File: config.mk
export PLATFORM = sky130hd
export DESIGN_NAME = counter
export DESIGN_NICKNAME = d
export VERILOG_FILES = /design/src/rtl/counter.sv
export SDC_FILE = /design/constraint.sdc
export NUM_CORES = 1
export LEC_CHECK = 0
export BUFFER_PORTS_ARGS = -buffer_cell sky130_fd_sc_hd__buf_2
export CAP_MARGIN = 20
export CORE_AREA = 2 2 39 41
export CTS_CLUSTER_SIZE = 28
export DETAILED_ROUTE_END_ITERATION = 8
export DIE_AREA = 0 0 41 43
export GPL_ROUTABILITY_DRIVEN = 0
export GPL_TIMING_DRIVEN = 0
export PLACE_DENSITY = 0.36
export SYNTH_ARGS = -nofsm -noshare
export SYNTH_HDL_FRONTEND = slang
export SYNTH_SLANG_ARGS = --single-unit
export TNS_END_PERCENT = 10
File: constraint.sdc
create_clock -name CLOCK -period 1.85 [get_ports CLOCK]
set_input_delay 0.37 -clock CLOCK [delete_from_list [all_inputs] [get_ports CLOCK]]
set_output_delay 0.37 -clock CLOCK [all_outputs]
set_load 0.1 [all_outputs]
File: src/rtl/counter.sv
`timescale 1ns/1ps
// -----------------------------------------------------------------------------
// counter
//   Width-parameterised binary up/down counter with count enable and
//   direction select. COUNT wraps modulo 2^WIDTH in both directions; there is
//   no saturation and no carry/borrow output.
//
// Parameters
//   WIDTH    counter width in bits, 1..32 (default 4)
//
// Ports
//   CLOCK    in   1      system clock, all state changes on the rising edge
//   RESET    in   1      asynchronous active-low clear of the counter
//   ENABLE   in   1      1 = step on the next rising edge, 0 = hold
//   CONTROL  in   1      direction: 1 = up (+1), 0 = down (-1)
//   COUNT    out  WIDTH  current count, straight from the state register
// -----------------------------------------------------------------------------
module counter #(
  parameter int WIDTH = 4
) (
  input  logic             CLOCK,
  input  logic             RESET,
  input  logic             ENABLE,
  input  logic             CONTROL,
  output logic [WIDTH-1:0] COUNT
);

  logic [WIDTH-1:0] count_q;
  logic [WIDTH-1:0] count_d;
  logic [WIDTH-1:0] count_inc;
  logic [WIDTH-1:0] count_dec;

  // Both neighbours are formed in WIDTH bits so the carry/borrow out of the
  // top bit is simply dropped, which gives the modulo-2^WIDTH wrap.
  assign count_inc = count_q + WIDTH'(1);
  assign count_dec = count_q - WIDTH'(1);

  always_comb begin
    count_d = count_q;
    if (ENABLE) begin
      count_d = CONTROL ? count_inc : count_dec;
    end
  end

  // Clear is asynchronous and wins over any coincident clock edge.
  always_ff @(posedge CLOCK or negedge RESET) begin
    if (!RESET) begin
      count_q <= '0;
    end else begin
      count_q <= count_d;
    end
  end

  assign COUNT = count_q;

endmodule

## After elaboration in Yosys (flattened, before gate mapping)

Cells that the tools add are included.

| word-level totals | value |
|---|---|
| flip-flop bits (word level) | 4 |
| word-level logic and storage cells | 4 |
| output and inout port bits | 4 |

| operators by class | value |
|---|---|
| multiplexer cells | 1 |
| add/sub/neg operators | 2 |

Operators by type and width:

| operator | number |
|---|---|
| 4-bit by 1-bit adder with 4-bit output, second input constant | 1 |
| 4-bit 2-to-1 mux | 1 |
| 4-bit by 1-bit subtractor with 4-bit output, second input constant | 1 |

## Longest topological paths before layout

Gate-level depths: netlist (run 1).

| logic depth | value |
|---|---|
| depth in word-level cells | 2 |
| depth in mapped cells | 5 |

## Worst setup path before layout (run 1)

Ideal clock, no wire load.

| timing | value |
|---|---|
| path type | register -> register |
| from | reg count_q[2], in the netlist COUNT[2] |
| to | reg count_q[3], in the netlist COUNT[3] |
| cell stages (with the launch flop) | 5 |
| setup slack | -0.258 ns |
| path buffers | 0 |
| clock period less this slack | 2.108 ns |
| data required time | 1.719 ns |
| library setup time | 0.131 ns |
| arrival | 1.977 ns |
| cells stage by stage | dfrtp_1 -> ha_1 -> or4b_1 -> nand3_1 -> o211ai_1 |

| on the way | value |
|---|---|
| cells in the longest elaborated chain, start to end | 2 |
| elaborated cells on any way between the ends | 3 |
| classes of those cells | 2 x add/sub; 1 x mux |

RTL lines:

| what | line | source |
|---|---|---|
| start, declared | 28 | `logic [WIDTH-1:0] count_q;` |
| start signal, assigned | 50 | `count_q <= count_d;` |
| 4-bit by 1-bit subtractor with 4-bit output / 4-bit by 1-bit adder with 4-bit output (equally long branches) | 36, 35 |  |
| 4-bit 2-to-1 mux * | 41 | `count_d = CONTROL ? count_inc : count_dec;` |

Mark *: on every way between the ends. The rest lies on a longest branch, timed or not.
A chain may end at the register's enable or synchronous reset.

## Worst setup path after layout (run 1)

Ends and elaborated chain as after synthesis.

==> results of run 1 <==
==> layout make-up <==
cell class / count / share of cell area [%]
inverter: 1 / 0.9934
multi-input combinational: 22 / 46.03
tap: 16 / 5.298
clock buffer: 4 / 6.954
buffer: 1 / 2.980
timing repair buffer: 7 / 10.60
sequential: 4 / 27.15
==> worst max-delay path by stage <==
stage	from	endpoint	slack (ns)	cells after the start
finish	COUNT[2]	COUNT[3]	0.31	4
CTS	COUNT[2]	COUNT[3]	0.31	4
floorplan	COUNT[0]	COUNT[1]	-0.06	2
global placement	CONTROL	COUNT[3]	0.06	6
detailed placement	CONTROL	COUNT[3]	0.08	6
global route	COUNT[2]	COUNT[3]	0.25	4
==> per-stage QoR <==
step	setup WS (ns)	instance area [um2]	hold slack (ns)
after global routing	0.2526	377.9	0.3538
after floorplan	-0.05662	291.5	0.07441
after CTS	0.3085	377.9	0.3419
after global placement	0.05592	341.6	0.1770
final	0.3062	377.9	0.3458
after detailed placement	0.07504	341.6	0.1805
==> cell usage in the layout (no fill, tap or decap), types with 2 or more instances in the layout <==
master    instances
a21oi_1           3
clkbuf_4          3
nand3_1           5
ha_1              2
dfrtp_1           2
dfrtp_2           2
buf_2             6
==> critical path, delay by kind of cell (launching register included) <==
family / cells / cell delay, ns
DFF: 1 / 0.40
and+or+nand+nor: 2 / 0.59
AOI/OAI and AO/OA: 1 / 0.08
adders and majority gates: 1 / 0.35
==> kinds of logic after synthesis <==
logic type	share of synthesized area, %
AO/OA/AOI/OAI	10.82
XOR/XNOR	6.062
adder cells (fa/ha/maj)	15.58
buffers and inverters	5.193
flip-flops	34.63
multiplexers	7.359
AND/OR/NAND/NOR	20.34
==> layer usage <==
metal | global-route usage, % | wire length, um
met1 | 10.46 | 216
met2 | 11.56 | 305
met3 | 3.665 | 36
met4 | 6.000 | 8
met5 | 0 | 0
==> results.cfg, run 1 <==
[floorplan]
ios = 8
start_util_pct = 20.89
dieWidth_um = 41
dieArea_um2 = 1763
row_count = 14
die_h_um = 43
core_um2 = 1384

[timing]
period_needed_ns = 1.544
finalHoldViolCount = 0
skew_ns = 0.003727
maxSlewViolCount = 0
setup_violations = 0
tns_ns = 0
rsz0062_at_grt = false
timing.fmax_mhz = 647.7
period_share_pct = 83.45
worst_pin_slew_ns = 0.4869
slew_headroom_pct = 67.76

[critical_path]
ff2ff_setup_slack_ns = 0.31
r2r_start = COUNT[2]
start_kind = flop
r2r_end = COUNT[3]
end_kind = flop
crit_chain = ha_1 > or4b_1 > nand3_1 > o211ai_1
worst-path-max-fanout = 5
slowest_stage = or4b_1
max_stage_delay_ns = 0.49
r2r_cells = 4
crit_type = reg2reg
required_ns = 1.96
crit_arrival_ns = 1.65

[placement]
io_buffers = 6
dp.cells = 50
dp_hpwl_um = 463.6

[routing]
drt-initial-drc-count = 1
drt-pass1-iter-count = 4
viasPerCell = 4.527
ant_nets = 0
wire_per_inst_um = 10.29
num_vias = 249
wirelength_um = 566
drc = 0

[synthesis]
synth_top_flop_cell = dfrtp_1
ys_warn_count = 0
synthTopCellsByArea = dfrtp_1 (35%), ha_1 (8.7%), nand3_1 (8.7%)
yosysSeqAreaShare_pct = 34.63
synthCells = 28
ys_ff_latch = 4
synth_top_area_share_pct = 34.63
synth_enable_flop_cells = 0
netlist_top_cells_count = nand3_1 (5), dfrtp_1 (4), a21oi_1 (3), ha_1 (2)
synth.most_common_cell = nand3_1
yosysTopAreaCell = dfrtp_1
syn-num-nets = 35
syn_area_um2 = 289.0
synth_cell_type_count = 18
syn_avg_cell_area_um2 = 10.32
synthArstFlopShare_pct = 100.0

[status]
status = finished, final reports clean

[grt]
grt-ovfl-total = 0
grt_max_degree = 11
grt_pass1_wl_um = 993
antenna_found_initial = 0
grt_pass1_vias = 231
track_usage_pct = 8.577

[layout]
multi_input_area_um2 = 173.9
drive_gt1_share_pct = 33.33
final_net_count = 47
finish.utilization_pct = 27.31
regArea_um2 = 102.6
largest_register_ffs = 4
fillers = 152
antennaDiodeCount = 0
area_delta_synth_final_pct = 30.74
finalNonFillerCells = 55

[clock_network]
clockBufferDepth = 2
numClockSinks = 4
hold_buffers = 1
worstSkewPairLatency_ns = 0.24
cts_buffers = 3
post_cts_buffers = 0
clockRootBuffer = clkbuf_4
path_clk_slew_ns = 0.04
htreeDepth = 1
cts_tree = done
post_cts_resized = 0

[worst_hold_path]
hold_path_depth = 2
min_from = ENABLE
hold_class = in2reg
holdPathEnd = COUNT[2]

[job]
max_cap_viol_count = 0
Power of run 1 is left out: the tool's default activity adds up to more than one toggle a clock period on the data nets, which glitch-free logic cannot reach.
==> run 2: changes to the inputs <==
--- a/config.mk
+++ b/config.mk
@@ -13,7 +13,7 @@
 export DIE_AREA = 0 0 41 43
 export GPL_ROUTABILITY_DRIVEN = 0
 export GPL_TIMING_DRIVEN = 0
-export PLACE_DENSITY = 0.36
+export PLACE_DENSITY = 0.37
 export SYNTH_ARGS = -nofsm -noshare
 export SYNTH_HDL_FRONTEND = slang
 export SYNTH_SLANG_ARGS = --single-unit
==> constraint.sdc (replaced) <==
create_clock -name CLOCK -period 1.4 [get_ports CLOCK]
set_input_delay 0.28 -clock CLOCK [delete_from_list [all_inputs] [get_ports CLOCK]]
set_output_delay 0.28 -clock CLOCK [all_outputs]
set_load 0.1 [all_outputs]
==> run 2 against run 1 <==
The run now ends with negative setup slack left. Worst hold slack lost 0.089 ns. Global-route usage grew 0.33 points. Register-to-register slack lost 0.42 ns. Largest cell class unchanged. Highest routed layer is now met3.
==> results.cfg, run 2 (synthesis gave the netlist of run 1 again) <==
[timing]
slew_headroom_pct = 67.77
skew_ns = 0.004555
worst_pin_slew_ns = 0.4868
maxSlewViolCount = 0
period_share_pct = 108.4
timing.final.ws_setup_ns = -0.1177
period_needed_ns = 1.518
rsz0062_at_grt = true
finalHoldViolCount = 0
setup_violations = 1
timing.fmax_mhz = 658.9
tns_ns = -0.1177

[placement]
dp_hpwl_um = 478.8
io_buffers = 6

[layout]
largest_register_ffs = 4
regArea_um2 = 106.4
multi_input_area_um2 = 186.4
fillers = 157
area_delta_synth_final_pct = 37.23
antennaDiodeCount = 0
drive_gt1_share_pct = 38.46
final_net_count = 47
finish.utilization_pct = 28.66
mostFrequentLayoutCells = nand3_1 (5), buf_2 (5), clkbuf_4 (4), a21oi_1 (3), dfrtp_2 (2)

[clock_network]
worstSkewPairLatency_ns = 0.23
cts_buffers = 3
clockBufferDepth = 2
cts_tree = done
path_clk_slew_ns = 0.04
clockRootBuffer = clkbuf_4
numClockSinks = 4
post_cts_buffers = 0
htreeDepth = 1

[critical_path]
required_ns = 1.49
crit_type = reg2reg
worst-path-max-fanout = 5
end_kind = flop
start_kind = flop
crit_arrival_ns = 1.61
r2r_cells = 4

[routing]
dr_wl_met2_um = 297
wirelength_um = 569
drt-initial-drc-count = 1
highest_layer = met3
num_vias = 247
wire_per_inst_um = 10.35
viasPerCell = 4.491
drt-pass1-iter-count = 2
met3_length_um = 23
wl_met1_um = 247
ant_nets = 0
drc = 0

[grt]
grt_max_degree = 11
antenna_found_initial = 0
track_usage_pct = 8.907
grt_pass1_wl_um = 1028
grt_pass1_vias = 248
grt-ovfl-total = 0

[floorplan]
dieArea_um2 = 1763
die_h_um = 43
start_util_pct = 20.89
dieWidth_um = 41
row_count = 14
core_um2 = 1384
ios = 8

[job]
max_cap_viol_count = 0

[worst_hold_path]
hold_path_depth = 2
hold_class = in2reg

[status]
violations = negative setup slack
status = finished with violations
==> run 2: cell types whose count changed in the layout (fill, tap and decap cells not counted) <==
cell / change
dfrtp_1: -1
dfrtp_4: +1
ha_4: +1
buf_2: -1
ha_1: -1
clkbuf_4: +1
==> run 2: worst max-delay path, cell delays in order (launching register included) <==
cell and delay (ns):
dfrtp_4 0.48, ha_4 0.24, or4b_1 0.46, nand3_1 0.10, o211ai_1 0.09
==> run 2: area by class of cell <==
| class | instances | share of cell area (%) |
|---|---|---|
| multi-input cells | 22 | 47.00 |
| flip-flops and latches | 4 | 26.81 |
| repair buffers | 7 | 10.73 |
| clock buffers | 4 | 6.625 |
| well taps | 16 | 5.047 |
| plain buffers | 1 | 2.839 |
| inverters | 1 | 0.9464 |
==> run 2: worst paths after layout <==
check / slack, ns / startpoint / endpoint
worst min register to register: 0.53 / COUNT[0] / COUNT[0]
min in group asynchronous: 0.38 / RESET / COUNT[2]
worst min-delay path: 0.26 / ENABLE / COUNT[2]
worst max register to register: -0.12 / COUNT[2] / COUNT[3]
max in group asynchronous: 0.89 / RESET / COUNT[0]
worst max-delay path: -0.12 / COUNT[2] / COUNT[3]
==> run 2: what timing repair did <==
item                                   CTS  global route
pin swaps                                1             0
endpoints found under the hold margin    4             0
setup endpoints to repair                1             3
gates resized for setup                  0             1
hold buffers                             1             0
==> run 2: per-stage QoR <==
step | std cells | worst slack, ns | hold WS, ns | cell area [um2]
after floorplan | 28 | -0.2458 | -0.01559 | 307.8
after global placement | 50 | -0.2301 | 0.08704 | 357.8
after detailed placement | 50 | -0.2254 | 0.08724 | 357.8
after CTS | 55 | -0.1140 | 0.2480 | 394.1
after global routing | 55 | -0.1449 | 0.2585 | 396.6
final | 55 | -0.1177 | 0.2566 | 396.6
==> run 2: layer usage <==
metal | GRT usage, % | vias to the layer above
met5 | 0 | -
met1 | 10.56 | 117
met4 | 8.000 | 0
met2 | 12.81 | 6
met3 | 1.571 | 0
li1 | - | 124
Power of run 2 is left out for the same reason.
